`src/rtl/psum_deskew_drain.sv`:
```
// psum_deskew_drain
//   Consumer end of the systolic array's bottom edge. The last PE row emits each
//   result row with column skew (column j arrives j cycles after column 0). This
//   block re-aligns the lanes, queues aligned rows in a small first-word-fall-
//   through FIFO and hands them downstream over valid/ready.
//
// Ports
//   clk, rst          single clock; async active-high reset
//   in_valid          column 0 of a row is on psum_in_packed this cycle
//   psum_in_packed    array_n skewed lanes, lane j at [W*j +: W]
//   out_valid         aligned row available at the FIFO head
//   out_ready         downstream accepts the head row
//   out_data_packed   aligned head row, lane j at [W*j +: W]
//   fifo_count        rows currently buffered
//   overflow          sticky: an aligned row arrived to a full FIFO and was lost

// One lane's delay line, depth >= 1 registers.
module psum_deskew_lane #(
    parameter int lane_w = 18,
    parameter int depth  = 1
) (
    input  logic              clk,
    input  logic              rst,
    input  logic [lane_w-1:0] d,
    output logic [lane_w-1:0] q
);
    logic [depth-1:0][lane_w-1:0] sr;

    always_ff @(posedge clk or posedge rst) begin
        if (rst) begin
            sr <= '0;
        end else begin
            sr[0] <= d;
            for (int k = 1; k < depth; k++) sr[k] <= sr[k-1];
        end
    end

    assign q = sr[depth-1];
endmodule

module psum_deskew_drain #(
    parameter int array_n         = 4,
    parameter int data_width      = 8,
    parameter int log2_array_m    = 2,
    parameter int fifo_depth      = 4,
    parameter int log2_fifo_depth = 2
) (
    input  logic                                           clk,
    input  logic                                           rst,
    input  logic                                           in_valid,
    input  logic [array_n*(2*data_width+log2_array_m)-1:0] psum_in_packed,
    output logic                                           out_valid,
    input  logic                                           out_ready,
    output logic [array_n*(2*data_width+log2_array_m)-1:0] out_data_packed,
    output logic [log2_fifo_depth:0]                       fifo_count,
    output logic                                           overflow
);
    localparam int W      = 2*data_width + log2_array_m;
    localparam int ROW_W  = array_n * W;
    localparam int STAGES = array_n - 1;

    // ---------------- deskew ----------------
    // The valid travels the full depth; lane j only needs the remaining
    // array_n-1-j stages because it enters j cycles late.
    logic [STAGES:0]              vld_pipe;
    logic [array_n-1:0][W-1:0]    aligned;
    logic                         row_valid;

    generate
        if (STAGES > 0) begin : g_vld
            logic [STAGES-1:0] vld_q;
            always_ff @(posedge clk or posedge rst) begin
                if (rst) vld_q <= '0;
                else     vld_q <= vld_pipe[STAGES-1:0];
            end
            assign vld_pipe = {vld_q, in_valid};
        end else begin : g_vld_comb
            assign vld_pipe = in_valid;
        end
    endgenerate

    assign row_valid = vld_pipe[STAGES];

    generate
        for (genvar j = 0; j < array_n; j++) begin : g_lane
            if (j == array_n-1) begin : g_pass
                // last column arrives already aligned
                assign aligned[j] = psum_in_packed[W*j +: W];
            end else begin : g_dly
                psum_deskew_lane #(.lane_w(W), .depth(array_n-1-j)) u_lane (
                    .clk (clk),
                    .rst (rst),
                    .d   (psum_in_packed[W*j +: W]),
                    .q   (aligned[j])
                );
            end
        end
    endgenerate

    // ---------------- FIFO ----------------
    logic [ROW_W-1:0]             mem [fifo_depth];
    logic [log2_fifo_depth-1:0]   wr_ptr, rd_ptr;
    logic                         full, push, pop;

    assign full      = (fifo_count == (log2_fifo_depth+1)'(fifo_depth));
    assign out_valid = (fifo_count != '0);
    assign pop       = out_valid && out_ready;
    // a full FIFO still takes a row when the head leaves in the same cycle
    assign push      = row_valid && (!full || pop);
    assign out_data_packed = mem[rd_ptr];

    always_ff @(posedge clk or posedge rst) begin
        if (rst) begin
            // clearing storage keeps out_data_packed at zero after reset
            for (int i = 0; i < fifo_depth; i++) mem[i] <= '0;
            wr_ptr     <= '0;
            rd_ptr     <= '0;
            fifo_count <= '0;
            overflow   <= 1'b0;
        end else begin
            if (push) begin
                mem[wr_ptr] <= aligned;
                wr_ptr      <= wr_ptr + 1'b1;
            end
            if (pop) rd_ptr <= rd_ptr + 1'b1;
            case ({push, pop})
                2'b10:   fifo_count <= fifo_count + 1'b1;
                2'b01:   fifo_count <= fifo_count - 1'b1;
                default: fifo_count <= fifo_count;
            endcase
            if (row_valid && full && !pop) overflow <= 1'b1;
        end
    end
endmodule
```
`config.mk`:
```
export PLATFORM = sky130hd
export DESIGN_NAME = psum_deskew_drain
export DESIGN_NICKNAME = d
export VERILOG_FILES = /design/src/rtl/psum_deskew_drain.sv
export SDC_FILE = /design/constraint.sdc
export NUM_CORES = 1
export LEC_CHECK = 0
export BUFFER_PORTS_ARGS = -buffer_cell sky130_fd_sc_hd__buf_2
export CAP_MARGIN = 20
export CORE_ASPECT_RATIO = 1.2
export CORE_MARGIN = 2
export CORE_UTILIZATION = 35
export CTS_BUF_LIST = sky130_fd_sc_hd__clkbuf_16
export CTS_CLUSTER_SIZE = 16
export DETAILED_ROUTE_END_ITERATION = 12
export GPL_ROUTABILITY_DRIVEN = 0
export PLACE_DENSITY = 0.52
export REMOVE_ABC_BUFFERS = 1
export SLEW_MARGIN = 20
export SYNTH_ARGS = -nofsm -noshare
export SYNTH_HDL_FRONTEND = slang
export SYNTH_SLANG_ARGS = --single-unit
```
`constraint.sdc`:
```
create_clock -name clk -period 14.6 [get_ports clk]
set_input_delay 0 -clock clk [delete_from_list [all_inputs] [get_ports clk]]
set_output_delay 0 -clock clk [all_outputs]
set_load 0.02 [all_outputs]
```
**After elaboration in Yosys (flattened, before gate mapping)**

Cells that the tools add are included.

- Bits in registers: 407
- Input bits: 76
- Output and inout bits: 77
- Word-level logic and storage cells: 44

- Add/sub/neg operators: 4
- $lt $le $gt $ge: 3
- Equal/unequal tests: 3
- Muxes and demuxes: 7
- Bitwise logic cells: 2
- Reduce and logical (&&, ||, !) cells: 10

Operators with widths:

| cell | count |
|---|---|
| 288-bit bitwise mux | 1 |
| 72-bit two-way mux | 3 |
| 72-bit binary-select mux with 2-bit select | 1 |
| 72-bit demux with 2-bit select | 1 |
| 3-bit greater-or-equal comparator, second input constant | 2 |
| 2-bit NOT with 3-bit output | 2 |
| 3-bit case mux with 2 select lines | 1 |
| 1-bit logical AND | 5 |
| 2-bit by 1-bit adder with 2-bit output, second input constant | 2 |
| 3-bit by 1-bit adder with 3-bit output, second input constant | 1 |
| 3-bit equality test, second input constant | 1 |
| 3-bit by 1-bit less-than comparator with 1-bit output, second input constant | 1 |
| 3-bit nonzero test | 1 |
| 3-bit by 1-bit subtractor with 3-bit output, second input constant | 1 |
| 2-bit by 1-bit equality test with 1-bit output, second input constant | 1 |
| 2-bit equality test, second input constant | 1 |
| 1-bit logical NOT | 2 |
| 2-bit nonzero test | 1 |
| 1-bit logical OR | 1 |

**Longest topological paths before layout**

- Depth after elaboration: 6
- Depth in mapped cells: 8
- Depth with buffers taken out: 8

**By module**

Synthesis repeated with hierarchy kept, for this count alone.

- Cell total of the unflattened synthesis: 885
- Area total of the unflattened synthesis: 16004.1 um2

By module, submodules not included:

| module | instances | cells an instance | area each (um2) |
|---|---|---|---|
| psum_deskew_drain | 1 | 738 | 13020.0 |
| psum_deskew_lane (g_lane[0].g_dly.u_lane) | 1 | 73 | 1490.2 |
| psum_deskew_lane (g_lane[1].g_dly.u_lane) | 1 | 55 | 1039.7 |
| psum_deskew_lane (g_lane[2].g_dly.u_lane) | 1 | 19 | 454.2 |

**Worst setup path before layout**

No wires, ideal clock.

- Path kind: register to register
- From: register fifo_count[0]
- To: register fifo_count[2]
- Setup time: 0.080 ns
- Data arrival time: 2.170 ns
- Path slack: 12.351 ns
- Stages on the path, launching flop included: 9
- Buffers on the path: 0
- Period minus slack after synthesis: 2.249 ns
- Path through: dfrtp_1 -> nor4b_4 -> nand2b_1 -> ha_1 -> inv_1 -> fa_1 -> xor2_1 -> nor2_1 -> xor2_1

- Longest elaborated chain between the ends: 6
- Elaborated cells on any way between the ends: 12

Ends and longest elaborated chain:

| element | line | RTL |
|---|---|---|
| start, declared | 55 | `output logic [log2_fifo_depth:0] fifo_count,` |
| start signal, assigned | 127 | `2'b10: fifo_count <= fifo_count + 1'b1;` |
| start signal, assigned | 128 | `2'b01: fifo_count <= fifo_count - 1'b1;` |
| start signal, assigned | 129 | `default: fifo_count <= fifo_count;` |
| 3-bit equality test or 3-bit nonzero test (tied branches) | 105, 106 |  |
| 1-bit logical NOT or 1-bit logical AND (tied branches) | 109, 107 |  |
| 1-bit logical OR | 109 | `assign push = row_valid && (!full \|\| pop);` |
| 1-bit logical AND | 109 |  |
| 2-bit by 1-bit equality test with 1-bit output or 2-bit equality test (tied branches) | 126 | `case ({push, pop})` |
| 3-bit case mux with 2 select lines or 2-bit nonzero test (tied branches) | n/a |  |

Several ways; a longest one is shown, not always the timed one.
A chain may end at the register's enable or synchronous reset.

**Worst setup path in the final report**

- From: register rd_ptr[1]
- To: output out_data_packed[33]

- Longest elaborated chain between the ends: 4

Ends and longest elaborated chain:

| element | line | RTL |
|---|---|---|
| start, declared | 102 | `logic [log2_fifo_depth-1:0] wr_ptr, rd_ptr;` |
| start signal, assigned | 125 | `if (pop) rd_ptr <= rd_ptr + 1'b1;` |
| 2-bit NOT with 3-bit output (implied by the code) | 110 | `assign out_data_packed = mem[rd_ptr];` |
| 72-bit binary-select mux with 2-bit select | 110 |  |
| 72-bit two-way mux (implied by the code) (2 in series) | 110 |  |
| end, declared | 54 | `output logic [array_n*(2*data_width+log2_array_m)-1:0] out_data_packed,` |

Every way passes these cells. The select of a mux whose other input is x is not followed.

==> impl_metrics.json <==
{
  "status": "complete, no violations",
  "finalSetupViolCount": 0,
  "cts.sinks": 407,
  "routed_wl_mm": 32.3,
  "synth_commonest_cells": "dfrtp_1, mux2_2, mux4_2",
  "yosysSeqAreaShare_pct": 64.8,
  "antenna_found_initial": 1,
  "clock_path_buffers": 3,
  "power_leakage_uw": 0.00819,
  "grt_pass1_wl_mm": 52.2,
  "cts_buffers": 45,
  "critPathLaunchType": "flop",
  "cp-end-kind": "output port",
  "drive_gt1_share_pct": 53.1,
  "first_pass_iters": 4,
  "period_needed_ns": 3.07,
  "hold_viol": 0,
  "tightest_slew_ns": 1.03,
  "globalRoute.totalOverflow": 0,
  "worst_slack_ns": 11.53,
  "ir_drop_mv": 0.116,
  "die_area_sq_mm": 0.0466,
  "switching_power_uw": 1510,
  "ctsResizeCount": 0,
  "post_cts_buffers": 0,
  "route.vias.total": 8011,
  "slew_headroom_pct": 31.6,
  "cts_tree": "done",
  "yosys_warnings": 0,
  "path_max_fanout": 51,
  "io_pins": 153,
  "pwr-share-seq_pct": 39.2,
  "synth_area_sq_mm": 0.0157,
  "grt_max_degree": 105,
  "synthDistinctLibCells": 19,
  "hp-class": "input pin to flop",
  "final_max_slew_viol_count": 0,
  "yosys_most_used_dff": "dfrtp_1",
  "path_class": "flop to output port",
  "drtAntennaViolNets": 0,
  "skew_ns": 0.0206,
  "synth-seq-cells": 407,
  "grt_use_total_pct": 14.5,
  "combPwrFrac_pct": 36.7,
  "yosysTopAreaCellShare_pct": 64.8,
  "drt_iter0_markers": 238,
  "fillers": 4016,
  "num_rows": 85,
  "power_frac_clock_pct": 24.1,
  "hpwl_mm": 17.8,
  "synth.largest_area_cell": "dfrtp_1",
  "async_reset_ff_share_pct": 100,
  "portBuffers": 152,
  "cap_violations": 0,
  "synth_cells": 846,
  "p_sw_share_pct": 32.5,
  "post-place-ws_ns": 11.75,
  "synth.most_common_cell": "dfrtp_1",
  "tns_ns": 0,
  "area_delta_synth_final_pct": 21.7,
  "pwr_density_cell_mw_per_mm2": 243,
  "fin_cells": 1686,
  "period_share_pct": 21.0,
  "dp.cells": 1530,
  "start_util_pct": 35.3,
  "p_int_uw": 3140,
  "syn_avg_cell_area_sq_um": 18.6,
  "multiInputGateArea_sq_mm": 0.00514,
  "cts_max_level": 2,
  "max_freq_mhz": 326,
  "clk_transition_reported_paths_ns": 0.06,
  "regArea_sq_mm": 0.0102,
  "layout.nets": 1169,
  "cp.arrival_ns": 3.07,
  "synth-edff-count": 0,
  "die_h_microns": 236,
  "viasPerCell": 4.75,
  "cts_root_buf": "clkbuf_16",
  "diodes": 0,
  "die_x_microns": 197,
  "grt_pass1_vias": 8968,
  "rsz0062_at_grt": "no",
  "drc": 0,
  "synthTopCellsByArea": "dfrtp_1, mux2_2, mux4_2",
  "core_area_sq_mm": 0.0446,
  "critPathRequiredTime_ns": 14.60,
  "insertion_delay_ns": 0.57,
  "wl_per_cell_microns": 19.1
}
## registers in the layout, indices dropped and copies added (netlist names)
register / flops
overflow: 1
g_lane.g_dly.u_lane.sr: 54
g_vld.vld_q: 3
g_lane.g_dly.u_lane.q: 54
fifo_count: 3
rd_ptr: 2
wr_ptr: 2
mem: 288
## final timing paths
check | start | endpoint | slack [ns] | cells after the start
max | rd_ptr[1] | out_data_packed[33] | 11.53 | 3
min | psum_in_packed[1] | g_lane[0].g_dly.u_lane.sr[1] | 0.07 | 2
max reg2reg | wr_ptr[0] | mem[126] | 11.86 | 6
min reg2reg | g_lane[0].g_dly.u_lane.sr[33] | g_lane[0].g_dly.u_lane.q[15] | 0.34 | 0
max in group asynchronous | rst | mem[46] | 13.06 | 4
min in group asynchronous | rst | overflow | 0.10 | 3
## power groups by stage
| stage | clock [uW] | combinational [uW] | sequential (uW) |
|---|---|---|---|
| detailed placement | 0 | 1740 | 1850 |
| floorplan | 0 | 1260 | 1810 |
| global placement | 0 | 1710 | 1840 |
| finish | 1120 | 1710 | 1820 |
| global route | 1210 | 1840 | 1890 |
| CTS | 1170 | 1760 | 1830 |
## routing by layer
| metal | global-route usage, % | wire length, microns | vias up |
|---|---|---|---|
| met3 | 3.56 | 1390 | 51 |
| met2 | 23.3 | 15400 | 132 |
| met4 | 4.22 | 683 | 2 |
| met5 | 0 | 16 | - |
| li1 | - | - | 3572 |
| met1 | 19.7 | 14700 | 4254 |
## cell usage in the layout (no fill, tap or decap), types with 2 or more instances in the layout
cell / synthesis / final
ha_1: 5 / 5
dlygate4sd3_1: 0 / 75
xnor2_1: 3 / 3
inv_6: 0 / 2
mux4_2: 72 / 72
nor2_4: 0 / 4
bufinv_16: 0 / 5
dfrtp_4: 0 / 2
buf_6: 28 / 2
clkinv_1: 0 / 11
xor2_1: 3 / 3
mux2_2: 289 / 289
clkinv_2: 0 / 9
buf_4: 0 / 9
inv_1: 6 / 12
clkbuf_16: 0 / 47
buf_2: 16 / 152
dfrtp_1: 407 / 405
nand2_1: 5 / 5
## cells by family after synthesis
| logic type | Yosys count | share of synthesized area, % |
|---|---|---|
| flops | 407 | 64.8 |
| compound gates | 2 | 0.103 |
| fa+ha+maj | 6 | 0.525 |
| buf+inv | 50 | 2.66 |
| simple gates | 13 | 0.533 |
| xor+xnor | 6 | 0.334 |
| mux | 362 | 31.1 |
## worst max-delay path, cell delays in order (launching register included)
cell,delay (ns)
dfrtp_4,0.74
buf_4,0.89
mux4_2,0.65
buf_2,0.18
## cell type report
cell class / count / area share, %
timing repair buffer: 238 / 8.37
inverter: 6 / 0.157
clock buffer: 47 / 6.15
tap: 565 / 3.70
multi-input combinational: 389 / 26.9
clock inverter: 34 / 1.47
sequential: 407 / 53.3
## timing repair
item                                    in CTS  in global routing
hold endpoints to repair                   230                  0
endpoints found under the setup margin       0                  0
hold buffers                                75                  0
## stage by stage
stage | power [uW] | util, % | hold slack [ns] | instance area, sq um
2_1_floorplan | 3070 | - | 0.0314 | 15300
3_3_place_gp | 3550 | 38.0 | 0.107 | 16900
3_5_place_dp | 3590 | 38.0 | 0.109 | 16900
4_1_cts | 4760 | 42.9 | 0.0254 | 19100
5_1_grt | 4940 | 42.9 | 0.0350 | 19100
6_report | 4650 | 42.9 | 0.0656 | 19100
(Power assumes the default switching activity.)
